$ cat src/rtl/ula_result_serializer.sv
// Buffers 2*DATA_WIDTH-bit ULA results in a small FIFO and emits each one as
// two DATA_WIDTH beats (low half, then high half flagged by last_o).
module ula_result_serializer #(
  parameter int DATA_WIDTH = 8,
  parameter int DEPTH      = 4
) (
  input  logic                      clk,
  input  logic                      rst,
  input  logic                      valid_i,
  input  logic [2*DATA_WIDTH-1:0]   data_i,
  output logic                      valid_o,
  output logic [DATA_WIDTH-1:0]     data_o,
  output logic                      last_o,
  input  logic                      ready_i,
  output logic [$clog2(DEPTH):0]    count_o,
  output logic                      overflow_o,
  input  logic                      clr_ovf_i
);

  localparam int AW = $clog2(DEPTH);
  localparam int CW = AW + 1;

  typedef enum logic [1:0] {IDLE, LOW, HIGH} state_t;

  state_t                    r_state;
  state_t                    w_state_nxt;
  logic [2*DATA_WIDTH-1:0]   r_mem [DEPTH];
  logic [AW-1:0]             r_wr_ptr;
  logic [AW-1:0]             r_rd_ptr;
  logic [CW-1:0]             r_count;
  logic                      r_ovf;

  logic                      w_full;
  logic                      w_wr;
  logic                      w_drop;
  logic                      w_pop;
  logic [2*DATA_WIDTH-1:0]   w_head;

  // Fullness is judged on the current count, so a drop happens even when
  // the final beat of the head result pops on the same edge.
  assign w_full  = (r_count == CW'(DEPTH));
  assign w_wr    = valid_i && !w_full;
  assign w_drop  = valid_i && w_full;
  assign w_pop   = (r_state == HIGH) && ready_i;
  assign w_head  = r_mem[r_rd_ptr];

  assign count_o    = r_count;
  assign overflow_o = r_ovf;

  always_ff @(posedge clk) begin
    if (w_wr) r_mem[r_wr_ptr] <= data_i;
  end

  always_ff @(posedge clk or posedge rst) begin
    if (rst) begin
      r_state  <= IDLE;
      r_wr_ptr <= '0;
      r_rd_ptr <= '0;
      r_count  <= '0;
      r_ovf    <= 1'b0;
    end else begin
      r_state <= w_state_nxt;
      if (w_wr)  r_wr_ptr <= r_wr_ptr + AW'(1);
      if (w_pop) r_rd_ptr <= r_rd_ptr + AW'(1);
      case ({w_wr, w_pop})
        2'b10:   r_count <= r_count + CW'(1);
        2'b01:   r_count <= r_count - CW'(1);
        default: r_count <= r_count;
      endcase
      if (w_drop)         r_ovf <= 1'b1;
      else if (clr_ovf_i) r_ovf <= 1'b0;
    end
  end

  always_comb begin
    w_state_nxt = r_state;
    valid_o     = 1'b0;
    data_o      = '0;
    last_o      = 1'b0;
    case (r_state)
      IDLE: begin
        if (w_wr) w_state_nxt = LOW;
      end
      LOW: begin
        valid_o = 1'b1;
        data_o  = w_head[DATA_WIDTH-1:0];
        if (ready_i) w_state_nxt = HIGH;
      end
      HIGH: begin
        valid_o = 1'b1;
        data_o  = w_head[2*DATA_WIDTH-1:DATA_WIDTH];
        last_o  = 1'b1;
        // Another result follows if one is already queued behind the head
        // or is being written on this very edge.
        if (w_pop) begin
          if ((r_count > CW'(1)) || w_wr) w_state_nxt = LOW;
          else                             w_state_nxt = IDLE;
        end
      end
      default: w_state_nxt = IDLE;
    endcase
  end

endmodule

$ cat config.mk
export PLATFORM = sky130hd
export DESIGN_NAME = ula_result_serializer
export DESIGN_NICKNAME = d
export VERILOG_FILES = /design/src/rtl/ula_result_serializer.sv
export SDC_FILE = /design/constraint.sdc
export NUM_CORES = 1
export LEC_CHECK = 0
export ABC_AREA = 1
export CORE_MARGIN = 1
export CORE_UTILIZATION = 51
export DETAILED_ROUTE_END_ITERATION = 7
export PLACE_DENSITY = 0.75
export REMOVE_ABC_BUFFERS = 1
export SLEW_MARGIN = 20
export SYNTH_ARGS = -nofsm -noshare
export SYNTH_HDL_FRONTEND = slang
export SYNTH_SLANG_ARGS = --single-unit
export TNS_END_PERCENT = 30
$ cat constraint.sdc
create_clock -name clk -period 2.19 [get_ports clk]
set_clock_uncertainty 0.2 [all_clocks]
set_input_delay 0.5475 -clock clk [delete_from_list [all_inputs] [get_ports clk]]
set_output_delay 0.5475 -clock clk [all_outputs]
set_load 0.005 [all_outputs]
# Word level (Yosys, flattened, before mapping)
# Memory sizes are Yosys's and may differ from the RTL's.
# Cells that the tools add are included.
# word_totals
output_inout_bits	14
mem_count	1
ramBits	64
ff_bits	10
# op_classes
n_eq_ne	8
n_mux	13
n_lt_le_gt_ge	1
add_sub_neg	4
n_reduce_logical	10
# memory_table
memory	depth	width	rd	rd_ports_with_merged_regs	write_ports	line	rtl
r_mem	4	16	1	0	1	27	logic [2*DATA_WIDTH-1:0] r_mem [DEPTH];
# op_table
operator	count
8-bit one-hot mux with 2 select lines	1
1-bit 2-to-1 mux	7
2-bit 2-to-1 mux	3
2-bit inequality test, second input constant	3
2-bit one-hot mux with 3 select lines	1
3-bit one-hot mux with 2 select lines	1
2-bit by 1-bit adder with 2-bit output, second input constant	2
2-bit by 1-bit == test with 1-bit output, second input constant	2
2-bit == test, second input constant	2
2-bit nonzero test	2
3-bit by 1-bit adder with 3-bit output, second input constant	1
3-bit == test, second input constant	1
3-bit by 1-bit greater-than comparator with 1-bit output, second input constant	1
1-bit logical AND	3
3-bit AND reduction	1
3-bit by 1-bit subtractor with 3-bit output, second input constant	1
2-bit logical NOT	1
2-bit OR reduction	1
1-bit logical NOT	1
1-bit logical OR	1

# Logic depth before layout (Yosys ltp)
# Gate-level depths: netlist of run 1.
# logic_depth
depth_word	7
mapped_depth	11
mapped_depth_nobuf	10

# Least setup slack after synthesis of run 1
# OpenSTA, ideal clock, no wires.
# synth_timing
kind	reg2reg
startpoint	reg r_count[0] (netlist: count_o[0])
endpoint	mem r_mem[0][0] (netlist name), enable pin
path_slack_ns	-0.002
period_less_slack_ns	2.192
t_required_ns	1.601
t_arrival_ns	1.603
stages_incl_launch_ff	6
setup_ns	0.389
path_cell_list	dfrtp_1 inv_1 ha_1 nand2_1 nand2_2 nor2_1
# synth_via
elab_chain_len	5
# synth_lines
item	line	rtl
start, declared	30	logic [CW-1:0] r_count;
start signal, assigned	66	2'b10: r_count <= r_count + CW'(1);
start signal, assigned	67	2'b01: r_count <= r_count - CW'(1);
start signal, assigned	68	default: r_count <= r_count;
3-bit == test	41	assign w_full = (r_count == CW'(DEPTH));
1-bit logical NOT	42	assign w_wr = valid_i && !w_full;
1-bit logical AND	42	
1-bit 2-to-1 mux	51	if (w_wr) r_mem[r_wr_ptr] <= data_i;
1-bit 2-to-1 mux (implied by the code)	51	
end, declared	27	
# Every way passes these cells.

# Worst setup path in the final report of run 1
# layout_timing
startpoint	reg r_rd_ptr[0]
endpoint	out data_o[4]
# layout_via
elab_chain_len	2
# layout_lines
item	line	rtl
start, declared	29	logic [AW-1:0] r_rd_ptr;
start signal, assigned	64	if (w_pop) r_rd_ptr <= r_rd_ptr + AW'(1);
memory read 4 x 16 bit	--	
8-bit one-hot mux with 2 select lines	80	case (r_state)
end, declared	12	output logic [DATA_WIDTH-1:0] data_o,
# Every way passes these cells.

==> impl_metrics.py, run 1 <==
metrics = {
    "global_routing": {
        "grt_pass1_wl_um": 11460,
        "antenna_found_initial": 0,
        "gr-usage-all-layers_pct": 21.68,
        "grt_start_max_net_pins": 34,
        "grt_pass1_vias": 2441,
        "overflow": 0,
    },
    "clock_network": {
        "cts_max_level": 3,
        "postCtsHoldBufs": 0,
        "tritoncts": "yes",
        "clkTransAtPathRegs_ns": 0.08,
        "root_buffer": "clkbuf_8",
        "cts_buffer_depth": 2,
        "clock_latency_ns": 0.36,
        "cts.sinks": 74,
        "cts_buffers": 9,
    },
    "sta": {
        "fmax_mhz": 409.8,
        "max_slew_margin_pct": 73.41,
        "worst_pin_slew_ns": 0.3985,
        "rsz0062_at_grt": "true",
        "drv_slew": 0,
        "post-route-period-util_pct": 111.4,
        "fin_ws_ns": -0.2502,
        "hold-worst-slack_ns": 0.2657,
        "setup_viol": 8,
        "final.min_clock_period_ns": 2.440,
        "tns_ns": -1.685,
        "hold_viol": 0,
    },
    "floorplanning": {
        "num_rows": 29,
        "coreArea_um2": 6495,
        "dieArea_um2": 7210,
        "start_util_pct": 53.98,
        "die_width_um": 84.91,
        "ios": 35,
        "die_y_um": 84.91,
    },
    "layout": {
        "antenna-diode-count": 0,
        "utilization_pct": 67.98,
        "areaGrowthSynthToFinish_pct": 25.95,
        "fin_area_um2": 4415,
        "drive_gt1_share_pct": 20.14,
        "fin_cells": 509,
        "nets": 462,
    },
    "drt": {
        "route.antenna.remaining_nets": 0,
        "route.detailed.drc": 2,
        "wire_per_inst_um": 13.83,
        "vias": 2454,
        "avgViaCountPerCell": 4.821,
        "wirelength_um": 7038,
        "drt_first_pass_iters": 6,
        "drt_iter0_drc": 128,
    },
    "critical_path": {
        "r2r_cells": 11,
        "critPathRequiredTime_ns": 1.44,
        "worstPathArrival_ns": 1.69,
        "startpoint_type": "flop",
        "r2r_slack_ns": 0.08,
        "worst-path-max-fanout": 7,
        "worstSetupPathType": "flop to output pin",
        "worstSetupEndpointType": "output pin",
    },
    "logic_synthesis": {
        "synth-seq-cells": 74,
        "synthDistinctLibCells": 18,
        "synthTopCellsByArea": "edfxtp_1 55%, nand2_1 11%, inv_1 8.8%, dfrtp_1 7.1%, ha_1 5.0%",
        "syn_area_um2": 3506,
        "ys.flop_type": "edfxtp_1",
        "synthTopCellsByCount": "106 x nand2_1, 82 x inv_1, 64 x edfxtp_1",
        "syn_inst": 357,
        "ys_warn_count": 0,
        "yosysMostFrequentCell": "nand2_1",
        "synth_largest_area_cell": "edfxtp_1",
        "seq_area_frac_synth_pct": 61.96,
        "synth_top_area_share_pct": 54.82,
        "synthArstFlopShare_pct": 13.51,
        "synth_edf_count": 64,
        "synth_area_per_cell_um2": 9.820,
    },
    "worst_hold_path": {
        "hp-class": "input port to asynchronous set/reset pin",
    },
    "power_and_ir_drop": {
        "leakage_nw": 2.074,
        "powerDensity_nw_per_um2": 1257,
        "ir_worst_vdd_mv": 0.6152,
        "power_mw": 5.552,
    },
    "outcome": {
        "failed_checks": "design-rule violations, negative setup slack",
        "outcome": "finished, violations left",
    },
    "place": {
        "gp_congestion": 0.7793,
        "pre_cts_slack_ns": -0.1707,
        "placed_cells": 484,
        "hpwl_um": 4728,
        "portBuffers": 34,
        "place_area_um2": 4068,
    },
    "run": {
        "drv_cap": 0,
    },
}
critical path: stages (launching register included):
cell and delay [ns]:
dfrtp_2 0.51, buf_8 0.18, buf_6 0.13, nand2_1 0.06
nand3_1 0.07, nand2_1 0.08, nand2_1 0.05, a21oi_1 0.12
buf_2 0.14
flip-flops by register name, indices dropped and copies added, names as in the netlist:
register and flops:
r_mem 64, count_o 3, r_rd_ptr 2, r_state 2, r_wr_ptr 2, overflow_o 1
logic make-up after synthesis:
| kind of cell | after synthesis | synth area share [%] |
|---|---|---|
| flops | 74 | 61.96 |
| buf+inv | 96 | 11.85 |
| fa+ha+maj | 14 | 4.996 |
| xor+xnor | 5 | 1.249 |
| compound gates | 16 | 2.427 |
| simple gates | 152 | 17.52 |
what timing repair did:
item,CTS,global route
gates resized for setup,59,14
buffers inserted,8,0
pin swaps,12,13
gates cloned,1,0
endpoints found under the setup margin,10,10
endpoints found under the hold margin,0,0
area by class of cell:
class	count	area (µm²)
clock buffers	9	123.9
repair buffers	71	654.4
flip-flops and latches	74	2173
fillers	504	2079
well taps	77	96.34
clock inverters	7	43.79
multi-input cells	187	1001
inverters	84	322.8
where the power goes:
group	switching [mW]	total (mW)	internal [mW]
logic	1.41	2.58	1.17
registers	0.169	2.05	1.88
clock network	0.509	0.915	0.406
total	2.09	5.55	3.46
worst paths after layout:
| kind | start | endpoint |
|---|---|---|
| min | rst | r_wr_ptr[1] |
| min in group clk | overflow_o | overflow_o |
| max reg2reg | r_state[1] | count_o[2] |
| max | r_rd_ptr[0] | data_o[4] |
| min reg2reg | overflow_o | overflow_o |
| max in group asynchronous | rst | r_rd_ptr[0] |
cells in the final DEF (no fill, tap or decap), drive strengths merged:
cell type / n
inv: 85
xnor2: 2
a21oi: 9
buf: 45
nor2: 12
ha: 14
clkdlybuf4s15: 1
edfxtp: 64
clkbuf: 10
clkinvlp: 1
clkinv: 5
clkdlybuf4s50: 24
nand2: 107
nand3: 33
xor2: 3
o21bai: 2
o21ai: 5
dfrtp: 10
per-layer routing:
layer	vias to the layer above	track usage, %	share of wire, %
li1	1245	-	-
met1	1141	26.08	42
met2	62	37.25	52
met3	6	5.253	4.8
met4	0	9.707	1.3
met5	-	0	0
Power figures use the tool's default switching activity.
==> run 2, diff against run 1 <==
- GPL_ROUTABILITY_DRIVEN: unset -> 0
==> results of run 2 <==
Same layout as run 1: the final DEF is identical, and so are final timing and power.
==> run 3, diff against run 2 <==
- CORE_UTILIZATION: 51 -> 57
- PLACE_DENSITY: 0.75 -> unset
- PLACE_DENSITY_LB_ADDON: unset -> 0.12
- clock period: 2.19 -> 2.3 ns (I/O delays scaled with it)
==> run 3 against run 2 <==
Clock-buffer cell count is 1 higher. Utilization is 7.2 points higher. Clock power fell by 0.4%. The flow finishes with violations (negative setup slack). Cell count fell by 2.0%. Sequential cell count unchanged. Critical endpoint is now data_o[7]. Register-to-register slack better by 0.12 ns. Non-clock buffer count fell by 10.
==> impl_metrics.py, run 3 (synthesis gave the netlist of run 1 again) <==
metrics = {
    "outcome": {
        "outcome": "finished, violations left",
        "failed_checks": "negative setup slack",
    },
    "global_routing": {
        "gr-usage-all-layers_pct": 24.89,
        "grt_pass1_vias": 2504,
        "antenna_found_initial": 0,
        "grt_pass1_wl_um": 11550,
        "overflow": 0,
        "grt_start_max_net_pins": 34,
    },
    "critical_path": {
        "r2r_cells": 9,
        "r2r-end": "count_o[2]",
        "startpoint_type": "flop",
        "crit_family": "flip-flops",
        "timing.rr.start": "count_o[0]",
        "worstSetupPathType": "flop to output pin",
        "path_cells": "buf_6 -> buf_8 -> nand2_2 -> nand3_2 -> nand2_2 -> nand2_1 -> a21oi_2 -> buf_2",
        "worst_path_most_repeated_cell": "nand2_2",
        "r2r_slack_ns": 0.20,
        "worst-path-max-fanout": 6,
        "cp-startpoint": "r_rd_ptr[0]",
        "cp.buffers_inverters": 3,
        "critPathMaxStageDelay_ns": 0.44,
        "worstPathArrival_ns": 1.67,
        "worstSetupEndpointType": "output pin",
        "slowest_stage": "dfrtp_2",
        "critPathRequiredTime_ns": 1.52,
    },
    "layout": {
        "fin_area_um2": 4451,
        "final_cell_mix": "90 x nand2_1, 79 x inv_1, 64 x edfxtp_1, 25 x nand3_1, 24 x clkdlybuf4s50_1",
        "antenna-diode-count": 0,
        "largest_register_ffs": 64,
        "utilization_pct": 75.17,
        "largest-register": "r_mem",
        "fin_cells": 499,
        "final_common_cell": "nand2_1",
        "drive_gt1_share_pct": 22.17,
        "nets": 454,
        "areaGrowthSynthToFinish_pct": 26.95,
        "fillCellCount": 417,
    },
    "drt": {
        "avgViaCountPerCell": 4.974,
        "route.detailed.drc": 0,
        "vias": 2482,
        "wire_per_inst_um": 15.15,
        "wirelength_um": 7560,
        "route.antenna.remaining_nets": 0,
        "drt_first_pass_iters": 4,
        "drt_iter0_drc": 158,
    },
    "sta": {
        "hold_viol": 0,
        "max_slew_margin_pct": 71.26,
        "worst_pin_slew_ns": 0.4306,
        "fin_ws_ns": -0.1445,
        "final.min_clock_period_ns": 2.445,
        "fmax_mhz": 409.1,
        "post-route-period-util_pct": 106.3,
        "tns_ns": -0.4141,
        "drv_slew": 0,
        "rsz0062_at_grt": "true",
        "setup_viol": 7,
    },
    "power_and_ir_drop": {
        "leakage_nw": 2.049,
        "power_mw": 5.458,
        "powerDensity_nw_per_um2": 1226,
        "ir_worst_vdd_mv": 0.8252,
    },
    "clock_network": {
        "clock_latency_ns": 0.34,
        "cts_buffer_depth": 2,
        "cts_buffers": 9,
        "root_buffer": "clkbuf_8",
        "cts.sinks": 74,
        "clkTransAtPathRegs_ns": 0.08,
        "tritoncts": "yes",
        "cts_max_level": 3,
    },
    "floorplanning": {
        "die_y_um": 80.43,
        "die_width_um": 80.43,
        "coreArea_um2": 5921,
        "ios": 35,
        "start_util_pct": 59.21,
        "num_rows": 28,
        "dieArea_um2": 6468,
    },
    "place": {
        "placed_cells": 478,
        "hpwl_um": 4544,
        "place_area_um2": 4085,
        "portBuffers": 34,
    },
    "run": {
        "drv_cap": 0,
    },
    "worst_hold_path": {
        "hp-class": "input port to asynchronous set/reset pin",
    },
}
-- run 3: changes by cell type in the layout (fill, tap and decap cells not counted), moves of 6 or more --
cell     previous run  this run
buf_4              27        16
nand2_1            97        90
a21oi_1             7         1
a21oi_2             2         8
nand2_2            10        16
-- run 3: cell type report --
cell class	instances	area [µm²]	area share, %
Clock buffer	10	127.6	2.868
Clock inverter	6	50.05	1.125
Inverter	84	334.1	7.506
Multi-Input combinational cell	187	1061	23.84
Sequential cell	74	2173	48.83
Tap cell	75	93.84	2.109
Timing Repair Buffer	61	593.1	13.33
Timing Repair inverter	2	17.52	0.3936
-- run 3: metrics by stage --
step / hold WS (ns) / worst slack, ns
floorplan: 0.2152 / 0.02630
global placement: 0.3087 / -0.05113
detailed placement: 0.3152 / -0.09650
CTS: 0.3258 / -0.09165
global route: 0.3597 / -0.1929
finish: 0.3197 / -0.1445
-- run 3: power by group --
group | internal, mW | total (mW) | switching, mW
sequential | 1.79 | 1.93 | 0.134
combinational | 1.11 | 2.62 | 1.51
clock | 0.403 | 0.911 | 0.509
total | 3.30 | 5.46 | 2.15
-- run 3: how the worst max path moves through the flow --
stage / to / depth (start not counted)
after floorplan: data_o[0] / 6
after global placement: data_o[3] / 6
after CTS: data_o[1] / 8
after global routing: data_o[7] / 8
final: data_o[7] / 8
after detailed placement: data_o[7] / 8
-- run 3: repair_timing --
item	4_1_cts	5_1_grt
pin swaps	16	19
buffers inserted	3	0
hold buffers	0	0
cloned	1	2
gates resized for setup	65	27
setup endpoints to repair	10	8
-- run 3: metal layers --
layer  share of wire, %  vias to the layer above  global-route usage [%]
met5                  0                        -                       0
met4                2.2                        0                   12.14
met3                4.8                       15                   7.045
met2                 52                       77                   42.12
met1                 41                     1159                   28.90
li1                   -                     1231                       -
